[src/rtl/riscv_pkg.sv]
// Shared RV32 opcode/funct3 constants and the memory/write-back stage state type.
package riscv_pkg;

  localparam logic [4:0] OPC_LOAD  = 5'b00000;
  localparam logic [4:0] OPC_I     = 5'b00100;
  localparam logic [4:0] OPC_AUIPC = 5'b00101;
  localparam logic [4:0] OPC_S     = 5'b01000;
  localparam logic [4:0] OPC_R     = 5'b01100;
  localparam logic [4:0] OPC_LUI   = 5'b01101;
  localparam logic [4:0] OPC_B     = 5'b11000;
  localparam logic [4:0] OPC_JALR  = 5'b11001;
  localparam logic [4:0] OPC_J     = 5'b11011;

  localparam logic [2:0] F3_B  = 3'b000;
  localparam logic [2:0] F3_H  = 3'b001;
  localparam logic [2:0] F3_W  = 3'b010;
  localparam logic [2:0] F3_BU = 3'b100;
  localparam logic [2:0] F3_HU = 3'b101;

  typedef enum logic [1:0] {
    IDLE,
    BUSY,
    RESP
  } state_e;

endpackage

[src/rtl/lsu_lane_align.sv]
// Store byte-enable / lane replication and load lane extraction with sign/zero extension.
module lsu_lane_align
  import riscv_pkg::*;
(
  input  logic [2:0]  funct3_i,
  input  logic [1:0]  st_addr_lo_i,
  input  logic [31:0] st_data_i,
  output logic [3:0]  st_be_o,
  output logic [31:0] st_wdata_o,
  input  logic [1:0]  ld_addr_lo_i,
  input  logic [31:0] ld_data_i,
  output logic [31:0] ld_result_o
);

  logic [31:0] ld_shifted;
  logic [7:0]  ld_byte;
  logic [15:0] ld_half;

  always_comb begin
    st_be_o    = 4'b1111;
    st_wdata_o = st_data_i;
    case (funct3_i)
      F3_B: begin
        st_be_o    = 4'b0001 << st_addr_lo_i;
        st_wdata_o = {4{st_data_i[7:0]}};
      end
      F3_H: begin
        st_be_o    = 4'b0011 << {st_addr_lo_i[1], 1'b0};
        st_wdata_o = {2{st_data_i[15:0]}};
      end
      default: ;
    endcase
  end

  always_comb begin
    ld_shifted  = ld_data_i >> {ld_addr_lo_i, 3'b000};
    ld_byte     = ld_shifted[7:0];
    ld_half     = ld_addr_lo_i[1] ? ld_data_i[31:16] : ld_data_i[15:0];
    ld_result_o = ld_data_i;
    case (funct3_i)
      F3_B:    ld_result_o = {{24{ld_byte[7]}}, ld_byte};
      F3_BU:   ld_result_o = {24'h000000, ld_byte};
      F3_H:    ld_result_o = {{16{ld_half[15]}}, ld_half};
      F3_HU:   ld_result_o = {16'h0000, ld_half};
      default: ;
    endcase
  end

endmodule

[src/rtl/mem_writeback.sv]
// Memory/write-back stage: req/ack data-bus accesses and register-file write-back.
// Optional misaligned-access trap enabled by defining MISALIGN_TRAP_EN.
module mem_writeback
  import riscv_pkg::*;
#(
  parameter int unsigned TIMEOUT_W   = 8,
  parameter int unsigned BUS_TIMEOUT = 0
) (
  input  logic        clk,
  input  logic        rst_n,
  input  logic [31:0] instruction_ppl,
  input  logic [31:0] ALU_ppl,
  input  logic [31:0] rdata2_forwarded_ppl,
  input  logic [31:0] PC_ppl,
  output logic        reg_wr,
  output logic [31:0] wdata,
  output logic        stall,
  output logic        mem_err,
  output logic        misalign,
  output logic        dbus_req,
  output logic        dbus_we,
  output logic [31:0] dbus_addr,
  output logic [3:0]  dbus_be,
  output logic [31:0] dbus_wdata,
  input  logic        dbus_ack,
  input  logic        dbus_err,
  input  logic [31:0] dbus_rdata
);

  state_e               state_q, state_d;
  logic [TIMEOUT_W-1:0] cnt_q, cnt_d;
  logic [31:0]          addr_q, addr_d;
  logic [1:0]           off_q, off_d;
  logic                 we_q, we_d;
  logic [3:0]           be_q, be_d;
  logic [31:0]          swdata_q, swdata_d;
  logic [31:0]          rdata_q, rdata_d;
  logic                 err_q, err_d;
  logic                 misal_q, misal_d;

  logic [4:0]  opc;
  logic [2:0]  funct3;
  logic        rd_nz, is_load, is_store, is_mem, misal_hit;
  logic [3:0]  al_be;
  logic [31:0] al_wdata, ld_result;

  assign opc      = instruction_ppl[6:2];
  assign funct3   = instruction_ppl[14:12];
  assign rd_nz    = |instruction_ppl[11:7];
  assign is_load  = (instruction_ppl[1:0] == 2'b11) && (opc == OPC_LOAD);
  assign is_store = (instruction_ppl[1:0] == 2'b11) && (opc == OPC_S);
  assign is_mem   = is_load || is_store;

`ifdef MISALIGN_TRAP_EN
  assign misal_hit = ((funct3[1:0] == 2'b01) && ALU_ppl[0]) ||
                     ((funct3[1:0] == 2'b10) && (ALU_ppl[1:0] != 2'b00));
`else
  assign misal_hit = 1'b0;
`endif

  // Store lanes use the live address (IDLE); load lanes use the offset latched in IDLE.
  lsu_lane_align u_align (
    .funct3_i     (funct3),
    .st_addr_lo_i (ALU_ppl[1:0]),
    .st_data_i    (rdata2_forwarded_ppl),
    .st_be_o      (al_be),
    .st_wdata_o   (al_wdata),
    .ld_addr_lo_i (off_q),
    .ld_data_i    (rdata_q),
    .ld_result_o  (ld_result)
  );

  always_ff @(posedge clk or negedge rst_n) begin
    if (!rst_n) begin
      state_q  <= IDLE;
      cnt_q    <= '0;
      addr_q   <= '0;
      off_q    <= '0;
      we_q     <= 1'b0;
      be_q     <= '0;
      swdata_q <= '0;
      rdata_q  <= '0;
      err_q    <= 1'b0;
      misal_q  <= 1'b0;
    end else begin
      state_q  <= state_d;
      cnt_q    <= cnt_d;
      addr_q   <= addr_d;
      off_q    <= off_d;
      we_q     <= we_d;
      be_q     <= be_d;
      swdata_q <= swdata_d;
      rdata_q  <= rdata_d;
      err_q    <= err_d;
      misal_q  <= misal_d;
    end
  end

  always_comb begin
    state_d  = state_q;
    cnt_d    = cnt_q;
    addr_d   = addr_q;
    off_d    = off_q;
    we_d     = we_q;
    be_d     = be_q;
    swdata_d = swdata_q;
    rdata_d  = rdata_q;
    err_d    = err_q;
    misal_d  = misal_q;
    case (state_q)
      IDLE: begin
        if (is_mem) begin
          addr_d   = {ALU_ppl[31:2], 2'b00};
          off_d    = ALU_ppl[1:0];
          we_d     = is_store;
          be_d     = al_be;
          swdata_d = al_wdata;
          err_d    = 1'b0;
          misal_d  = misal_hit;
          cnt_d    = '0;
          state_d  = misal_hit ? RESP : BUSY;
        end
      end
      BUSY: begin
        cnt_d = cnt_q + TIMEOUT_W'(1);
        if (dbus_ack) begin
          rdata_d = dbus_rdata;
          err_d   = dbus_err;
          state_d = RESP;
        end else if ((BUS_TIMEOUT != 0) && (cnt_d == TIMEOUT_W'(BUS_TIMEOUT))) begin
          err_d   = 1'b1;
          state_d = RESP;
        end
      end
      RESP: begin
        cnt_d   = '0;
        state_d = IDLE;
      end
      default: state_d = IDLE;
    endcase
  end

  // Outputs are forced low while reset is held, even though IDLE decode is combinational.
  always_comb begin
    reg_wr   = 1'b0;
    wdata    = '0;
    stall    = 1'b0;
    mem_err  = 1'b0;
    misalign = 1'b0;
    dbus_req = 1'b0;
    if (rst_n) begin
      case (state_q)
        IDLE: begin
          if (is_mem) begin
            stall = 1'b1;
          end else if (instruction_ppl[1:0] == 2'b11) begin
            case (opc)
              OPC_R, OPC_I, OPC_LUI, OPC_AUIPC: begin
                reg_wr = rd_nz;
                wdata  = ALU_ppl;
              end
              OPC_J, OPC_JALR: begin
                reg_wr = rd_nz;
                wdata  = PC_ppl + 32'd4;
              end
              default: ;
            endcase
          end
        end
        BUSY: begin
          stall    = 1'b1;
          dbus_req = 1'b1;
        end
        RESP: begin
`ifdef MISALIGN_TRAP_EN
          misalign = misal_q;
`endif
          if (misal_q) begin
            reg_wr = 1'b0;
          end else if (err_q) begin
            mem_err = 1'b1;
          end else if (!we_q) begin
            reg_wr = rd_nz;
            wdata  = ld_result;
          end
        end
        default: ;
      endcase
    end
  end

  assign dbus_we    = we_q;
  assign dbus_addr  = addr_q;
  assign dbus_be    = be_q;
  assign dbus_wdata = swdata_q;

endmodule

[config.mk]
export PLATFORM = sky130hd
export DESIGN_NAME = mem_writeback
export DESIGN_NICKNAME = d
export VERILOG_FILES = /design/src/rtl/riscv_pkg.sv /design/src/rtl/lsu_lane_align.sv /design/src/rtl/mem_writeback.sv
export SDC_FILE = /design/constraint.sdc
export NUM_CORES = 1
export LEC_CHECK = 0
export CAP_MARGIN = 15
export CORE_ASPECT_RATIO = 0.5
export CORE_MARGIN = 1
export CORE_UTILIZATION = 39
export CTS_CLUSTER_SIZE = 24
export DETAILED_ROUTE_END_ITERATION = 8
export GPL_TIMING_DRIVEN = 0
export PLACE_DENSITY = 0.89
export SYNTH_ARGS = -nofsm -noshare
export SYNTH_HDL_FRONTEND = slang
export SYNTH_SLANG_ARGS = --single-unit
[constraint.sdc]
create_clock -name clk -period 2.13 [get_ports clk]
set_clock_uncertainty 0.15 [all_clocks]
set_input_delay 0.213 -clock clk [delete_from_list [all_inputs] [get_ports clk]]
set_output_delay 0.213 -clock clk [all_outputs]
set_load 0.005 [all_outputs]
# == Word level (Yosys, flattened, before mapping) ==
# Index checks and enable logic that the tools add are counted.
# classes
add_sub_neg,1
n_eq_ne,15
shifts,3
muxes,32
n_reduce_logical,15
# ops
cell,count
case mux 32 bit (2 select lines),3
2-to-1 mux 32 bit,5
case mux 32 bit (4 select lines),1
"adder 32 x 3 -> 32 bit, second input constant",1
right shift 32 x 5 -> 8 bit,1
2-to-1 mux 16 bit,1
"== test 5 x 4 -> 1 bit, second input constant",3
2-to-1 mux 1 bit,15
"== test 5 x 3 -> 1 bit, second input constant",2
"== test 5 bit, second input constant",2
case mux 4 bit (2 select lines),1
"== test 3 bit, second input constant",2
case mux 1 bit (2 select lines),3
AND reduction 2 bit,3
OR reduction 6 bit,1
zero test 5 bit,1
OR reduction 5 bit,1
"== test 2 bit, second input constant",2
2-to-1 mux 2 bit,2
"inequality test 2 bit, second input constant",2
case mux 2 bit (2 select lines),1
OR reduction 4 bit,1
"<< shifter 1 x 2 -> 4 bit, first input constant",1
"<< shifter 2 x 2 -> 4 bit, first input constant",1
9 further kinds,10
# totals
reg_bits,104
inputBits,164
output_inout_bits,106

# == Longest topological paths before layout ==
# Gate-level depths: netlist (run 1).
# depth
word_depth,7
depth_mapped,9
depth_no_buf,6

# == Cells and area by module ==
# A second synthesis (run 1) with hierarchy kept.
# unflattened
hier_cells,618
hier_area_um2,6338.6
# by_module_without_submodules
module,instances,cells_each,area_each_um2
mem_writeback,1,444,5241.3
lsu_lane_align,1,174,1097.3

# == Worst setup path before layout (run 1) ==
# No wires, ideal clock.
# synth_timing
path_type,register to output
from,register state_q[0]
to,output wdata[27]
t_arrival_ns,1.912
setup_slack_ns,-0.145
path_stages_with_launch,10
n_path_buf,4
cell_sequence,dfrtp_1 buf_2 or4b_1 buf_2 or2_1 buf_6 nor2_4 buf_6 a22oi_1 o21ai_1
# synth_between
elab_chain_len,3
word_cells_on_any_way,4
cone_classes,eq/ne: 1; mux: 2; reduce/logical: 1
# synth_lines
element,line,text
"start, declared",mem_writeback.sv:30,"state_e state_q, state_d;"
"start signal, assigned",mem_writeback.sv:86,state_q <= state_d;
== test 2 bit or zero test 2 bit (tied branches),mem_writeback.sv:152,case (state_q)
case mux 32 bit (2 select lines) *,mem_writeback.sv:152,
2-to-1 mux 32 bit *,mem_writeback.sv:151,if (rst_n) begin
"end, declared",mem_writeback.sv:16,"output logic [31:0] wdata,"
# Every way passes the cells marked *; elsewhere a longest branch is shown, timed or not.

# == Worst setup path after layout (run 1) ==
# layout_timing
from,register state_q[0]
to,output wdata[23]
# Same word-level chain as after synthesis.

==> results.yml, run 1 <==
run_status:
  status: "finished with violations"
  violations: "negative hold slack, negative setup slack"
detailed_routing:
  wl_per_cell_um: 20.7
  viasPerCell: 5.79
  first_pass_iters: 6
  drt_iter0_drc: 705
  ant_nets: 0
  wirelength_mm: 26.0
  drc: 0
  num_vias: 7294
worst_setup_path:
  cp_common_cell: "buf_6"
  slowest_delay_ns: 0.54
  r2r-end: "dbus_addr[25]$_DFFE_PN0P_"
  rr_startpoint: "state_q[0]$_DFFE_PN0P_"
  cpLargestDelayFamily: "simple AND/OR/NAND/NOR gates"
  crit_buf_inv: 4
  ff2ff_setup_slack_ns: 0.03
  critPathKind: "reg -> out"
  path_cells: "or4b_4, buf_6, or2_4, buf_6, nor2_4, buf_6, o21ai_4, o211ai_1, buf_2"
  reg2reg_depth: 9
  critPathLaunch: "state_q[0]$_DFFE_PN0P_"
  crit_fanout: 5
  end_kind: "output port"
  arrival_ns: 2.55
  slowest_stage: "or4b_4"
  startpoint_type: "flip-flop"
  required_ns: 1.77
floorplan:
  initial_utilization_pct: 40.1
  top_level_ports: 270
  die_h_um: 91.2
  die_area_um2: 16500
  core_area_um2: 15500
  dieWidth_um: 180
  rows: 32
cts:
  clk_path_buf_depth: 2
  h-tree-depth: 3
  cts_buffers: 9
  cts_root_buf: "clkbuf_16"
  cts_sinks: 104
  cts_tree: "built"
  clkSlewWorstSetupHoldPaths_ns: 0.08
  insertion_delay_ns: 0.35
sta:
  setup_viol: 35
  fin_crit_ns: 2.92
  hold_viol_final: 54
  fin_ws_ns: -0.788
  hold_slack_ns: -0.313
  fin_crit_sh_pct: 137
  setup-tns-final_ns: -22.40
  fmax_ghz: 0.343
  max_slew_margin_pct: 24.5
  slew_viol_final: 0
  rsz0062_at_grt: "yes"
  worst_pin_slew_ns: 1.13
grt:
  grt_start_max_net_pins: 62
  overflow: 0
  antenna_found_initial: 1
  gr-usage-all-layers_pct: 30.7
  grt_pass1_wl_mm: 38.9
  grt_pass1_vias: 6949
yosys:
  syn-cell-area_um2: 6210
  yosysTopAreaCellShare_pct: 41.9
  yosys-top-cells-area: "dfrtp_1 42%, nand2_1 15%, o21ai_1 4.7%"
  yosysUniqueCellTypes: 55
  ys_warn_count: 0
  syn-mean-instance-area_um2: 8.11
  synth_edf_count: 0
  synth-seq-area-share_pct: 41.9
  netlist_instances: 766
  ys_ff_latch: 104
  synth_top_cell_by_area: "dfrtp_1"
  synth_async_sr_flop_share_pct: 100
  yosys_most_used_dff: "dfrtp_1"
power_and_ir_drop:
  power_density_nw_per_um2: 675
  ir_drop_mv: 0.412
  p_leak_uw: 0.00427
  finalPower_uw: 6600
layout:
  antennaDiodeCount: 0
  syn_to_final_growth_pct: 57.3
  fin_util_pct: 63.1
  nets: 1215
  layout-drive-gt1-share_pct: 17.7
job:
  drv_cap: 0
min_path:
  hold_class: "in -> async"
placed_design:
  hpwl_mm: 19.0
  gp_congestion: 0.936
  io_buffers: 247
  post-place-ws_ns: -1.47
-- how the worst max path moves through the flow --
stage	endpoint	slack [ns]	cells after the start
6_report	wdata[23]	-0.79	9
5_1_grt	wdata[23]	-0.81	9
4_1_cts	wdata[23]	-0.73	10
3_5_place_dp	wdata[29]	-1.47	8
3_3_place_gp	wdata[23]	-5.19	4
2_1_floorplan	wdata[27]	-0.09	9
-- sequential cells by signal, summed over array words and instances (netlist names) --
| signal | count |
|---|---|
| dbus_addr | 30 |
| dbus_be | 4 |
| state_q | 2 |
| off_q | 2 |
| rdata_q | 32 |
| dbus_we | 1 |
| dbus_wdata | 32 |
| err_q | 1 |
-- report_power, final --
group / switching [µW] / internal (µW) / leakage, µW
Combinational: 987 / 1170 / 0.00281
Clock: 840 / 826 / 0.000141
Sequential: 380 / 2390 / 0.00132
Total: 2210 / 4390 / 0.00427
-- area by class of cell --
type	count	area, µm²
clock inverters	6	60.1
fillers	1246	5720
plain buffers	46	299
well taps	204	255
inverters	21	78.8
multi-input cells	592	3640
flip-flops and latches	104	2600
clock buffers	10	229
repair buffers	276	2610
-- cells by family (layout without fill, tap and decap cells) --
group                    Yosys count  in the layout  share of synthesized area, %
other                              1              3                        0.0604
AND/OR/NAND/NOR                  357            357                          25.2
flip-flops                       104            104                          41.9
multiplexers                      40             40                          8.00
buffers and inverters             72            359                          4.94
adder cells (fa/ha/maj)            1              1                         0.201
AO/OA/AOI/OAI                    165            165                          16.0
XOR/XNOR                          26             26                          3.67
-- per-stage QoR --
stage / area, µm² / std cells
2_1_floorplan: 6230 / 768
3_3_place_gp: 8960 / 1219
3_5_place_dp: 8980 / 1220
4_1_cts: 9560 / 1250
5_1_grt: 9770 / 1259
6_report: 9770 / 1259
-- metal layers --
| layer | vias to the layer above | part of all wire (%) | global-route usage, % |
|---|---|---|---|
| met4 | 2 | 3.1 | 9.19 |
| met2 | 481 | 46 | 49.8 |
| met3 | 83 | 9.9 | 8.06 |
| li1 | 3196 | - | - |
| met1 | 3532 | 41 | 40.2 |
| met5 | - | 0.050 | 0 |
-- worst reg2reg max path, stage by stage, from the launching register on --
cell	delay, ns
dfrtp_1	0.41
buf_6	0.12
buf_6	0.10
buf_4	0.12
buf_4	0.16
or3_4	0.48
buf_12	0.16
buf_4	0.16
nand2_1	0.09
nand2_1	0.05
-- placed cells by master (no fill, tap or decap), types with 21 or more instances in the layout --
master,n
buf_4,22
o21ai_0,34
inv_1,21
o21ai_1,53
nand2_1,254
dfrtp_1,104
xnor2_1,23
mux2i_1,26
clkdlybuf4s50_1,209
buf_2,39
-- Yosys cell counts, types with 3 or more instances --
cell type / instances
a22o_1: 3
dfrtp_1: 104
nand4_1: 7
o21ai_0: 35
a21oi_1: 13
a221oi_1: 13
nand2_1: 256
nor3_1: 9
o21ai_1: 58
o22ai_1: 8
nand3b_1: 3
buf_2: 8
a221o_1: 3
a22oi_1: 14
and4_1: 3
mux4_2: 7
xnor2_1: 23
nor2_1: 16
nor4_1: 7
buf_4: 3
nand2b_1: 16
inv_1: 21
xor2_1: 3
nand3_1: 14
mux2i_1: 26
clkbuf_1: 35
mux2_2: 7
nor2b_1: 3
buf_1: 3
o211ai_1: 3
and3_1: 6
a31oi_1: 7
-- timing repair --
action                                  CTS  global route
gates cloned                              3             0
pin swaps                                18            11
buffers inserted                         15            11
hold endpoints to repair                 54            54
endpoints found under the setup margin  124           124
resized for setup                       220            55
No activity file was read; power rests on OpenSTA's default activity.
==> run 2: changes to the inputs <==
Settings changed: SKIP_CTS_REPAIR_TIMING set to 1.
==> run 2 against run 1 <==
  * The flow still finishes with violations (negative hold slack, negative setup slack)
  * Die area stayed put
  * Critical path depth increased by 2
  * Non-clock buffer count fell by 3
  * Combinational power shrank 3%
  * Setup slack worse by 0.056 ns
  * Clock-buffer cell count unchanged
  * Register-to-register slack improved by 0.18 ns
  * Critical endpoint unchanged
  * Worst hold slack improved by 0.00096 ns
  * Clock power about the same
  * Routed wire length fell by 2.3%
  * Global-route usage fell by 1.2 points
  * Total power fell by 0.93%
==> results.yml, run 2 (synthesis gave the netlist of run 1 again) <==
detailed_routing:
  first_pass_iters: 6
  wirelength_mm: 25.4
  num_vias: 7223
  ant_nets: 0
  drt_iter0_drc: 651
  viasPerCell: 5.75
  wl_per_cell_um: 20.2
  drc: 0
cts:
  cts_sinks: 104
  h-tree-depth: 3
  insertion_delay_ns: 0.35
  clk_path_buf_depth: 2
  cts_buffers: 9
  cts_tree: "built"
  cts_root_buf: "clkbuf_16"
  clkSlewWorstSetupHoldPaths_ns: 0.08
floorplan:
  initial_utilization_pct: 40.1
  core_area_um2: 15500
  die_area_um2: 16500
  top_level_ports: 270
  die_h_um: 91.2
  rows: 32
  dieWidth_um: 180
grt:
  overflow: 0
  grt_pass1_vias: 6803
  grt_pass1_wl_mm: 37.4
  gr-usage-all-layers_pct: 29.5
  antenna_found_initial: 0
  grt_start_max_net_pins: 62
worst_setup_path:
  required_ns: 1.77
  end_kind: "output port"
  path_cells: "buf_6, or4b_4, buf_6, or2_1, buf_6, nor2_4, buf_6, buf_6, o21ai_2, o211ai_1, buf_2"
  arrival_ns: 2.61
  slowest_delay_ns: 0.50
  slowest_stage: "or4b_4"
  crit_fanout: 8
  cp_common_cell: "buf_6"
  crit_buf_inv: 6
  critPathKind: "reg -> out"
  startpoint_type: "flip-flop"
  cpLargestDelayFamily: "buffers and inverters"
sta:
  fin_ws_ns: -0.844
  max_slew_margin_pct: 22.7
  rsz0062_at_grt: "yes"
  hold_slack_ns: -0.312
  fmax_ghz: 0.336
  setup-tns-final_ns: -22.87
  worst_pin_slew_ns: 1.16
  setup_viol: 34
  slew_viol_final: 0
  fin_crit_sh_pct: 140
  hold_viol_final: 54
  fin_crit_ns: 2.97
placed_design:
  gp_congestion: 0.936
  io_buffers: 247
  detailed_place.area_um2: 8980
  placed_cells: 1220
  hpwl_mm: 19.0
  post-place-ws_ns: -1.47
power_and_ir_drop:
  ir_drop_mv: 0.409
  power_density_nw_per_um2: 678
  p_leak_uw: 0.00426
layout:
  final_cell_mix: "256 x nand2_1, 210 x clkdlybuf4s50_1, 104 x dfrtp_1"
  syn_to_final_growth_pct: 55.2
  nets: 1212
  instances_no_fill: 1256
  postLayoutCellArea_um2: 9640
  antennaDiodeCount: 0
  layout-drive-gt1-share_pct: 14.4
  final_common_cell: "nand2_1"
run_status:
  violations: "negative hold slack, negative setup slack"
  status: "finished with violations"
job:
  drv_cap: 0
min_path:
  hold_class: "in -> async"
run 2: path summary, 6_finish.rpt:
check                                     startpoint                         end  slack, ns  depth (start not counted)
setup / recovery              state_q[0]$_DFFE_PN0P_                   wdata[23]      -0.84                         11
hold / removal                                 rst_n  dbus_wdata[19]$_DFFE_PN0P_      -0.31                          1
setup reg to reg              state_q[1]$_DFFE_PN0P_      rdata_q[3]$_DFFE_PN0P_       0.21                          5
min in group clk                      dbus_rdata[22]     rdata_q[22]$_DFFE_PN0P_       0.25                          3
max in group asynchronous                      rst_n     rdata_q[12]$_DFFE_PN0P_       1.47                          2
hold reg to reg            dbus_addr[12]$_DFFE_PN0P_   dbus_addr[12]$_DFFE_PN0P_       0.33                          2
run 2: per-stage QoR:
step	total power, µW	hold slack, ns	utilization (%)
finish	6530	-0.312	62.2
detailed placement	4730	0.198	58.0
global placement	4660	0.309	57.8
floorplan	3500	-0.233	-
global route	6800	-0.270	62.2
CTS	6380	-0.188	59.8
run 2: layout make-up:
| cell class | count | area (µm²) |
|---|---|---|
| tap | 204 | 255 |
| multi-input combinational | 592 | 3550 |
| timing repair buffer | 272 | 2580 |
| inverter | 21 | 78.8 |
| clock inverter | 6 | 60.1 |
| clock buffer | 10 | 229 |
| sequential | 104 | 2600 |
| buffer | 47 | 275 |
| fill | 1298 | 5860 |
run 2: per-layer routing:
metal	wire [µm]	GRT usage [%]	part of all wire, %
met1	10300	38.2	41
met2	11700	47.7	46
met3	2540	8.46	10
met4	789	8.76	3.1
met5	0	0	0
run 2: power breakdown:
part	switching [µW]	total (µW)	internal [µW]
registers	368	2760	2390
logic	952	2100	1150
clock network	845	1670	826
==> run 3: changes to the inputs <==
Settings changed: RECOVER_POWER set to 25.
==> results of run 3 <==
The final DEF is identical to that of run 2; final timing and power are the same.
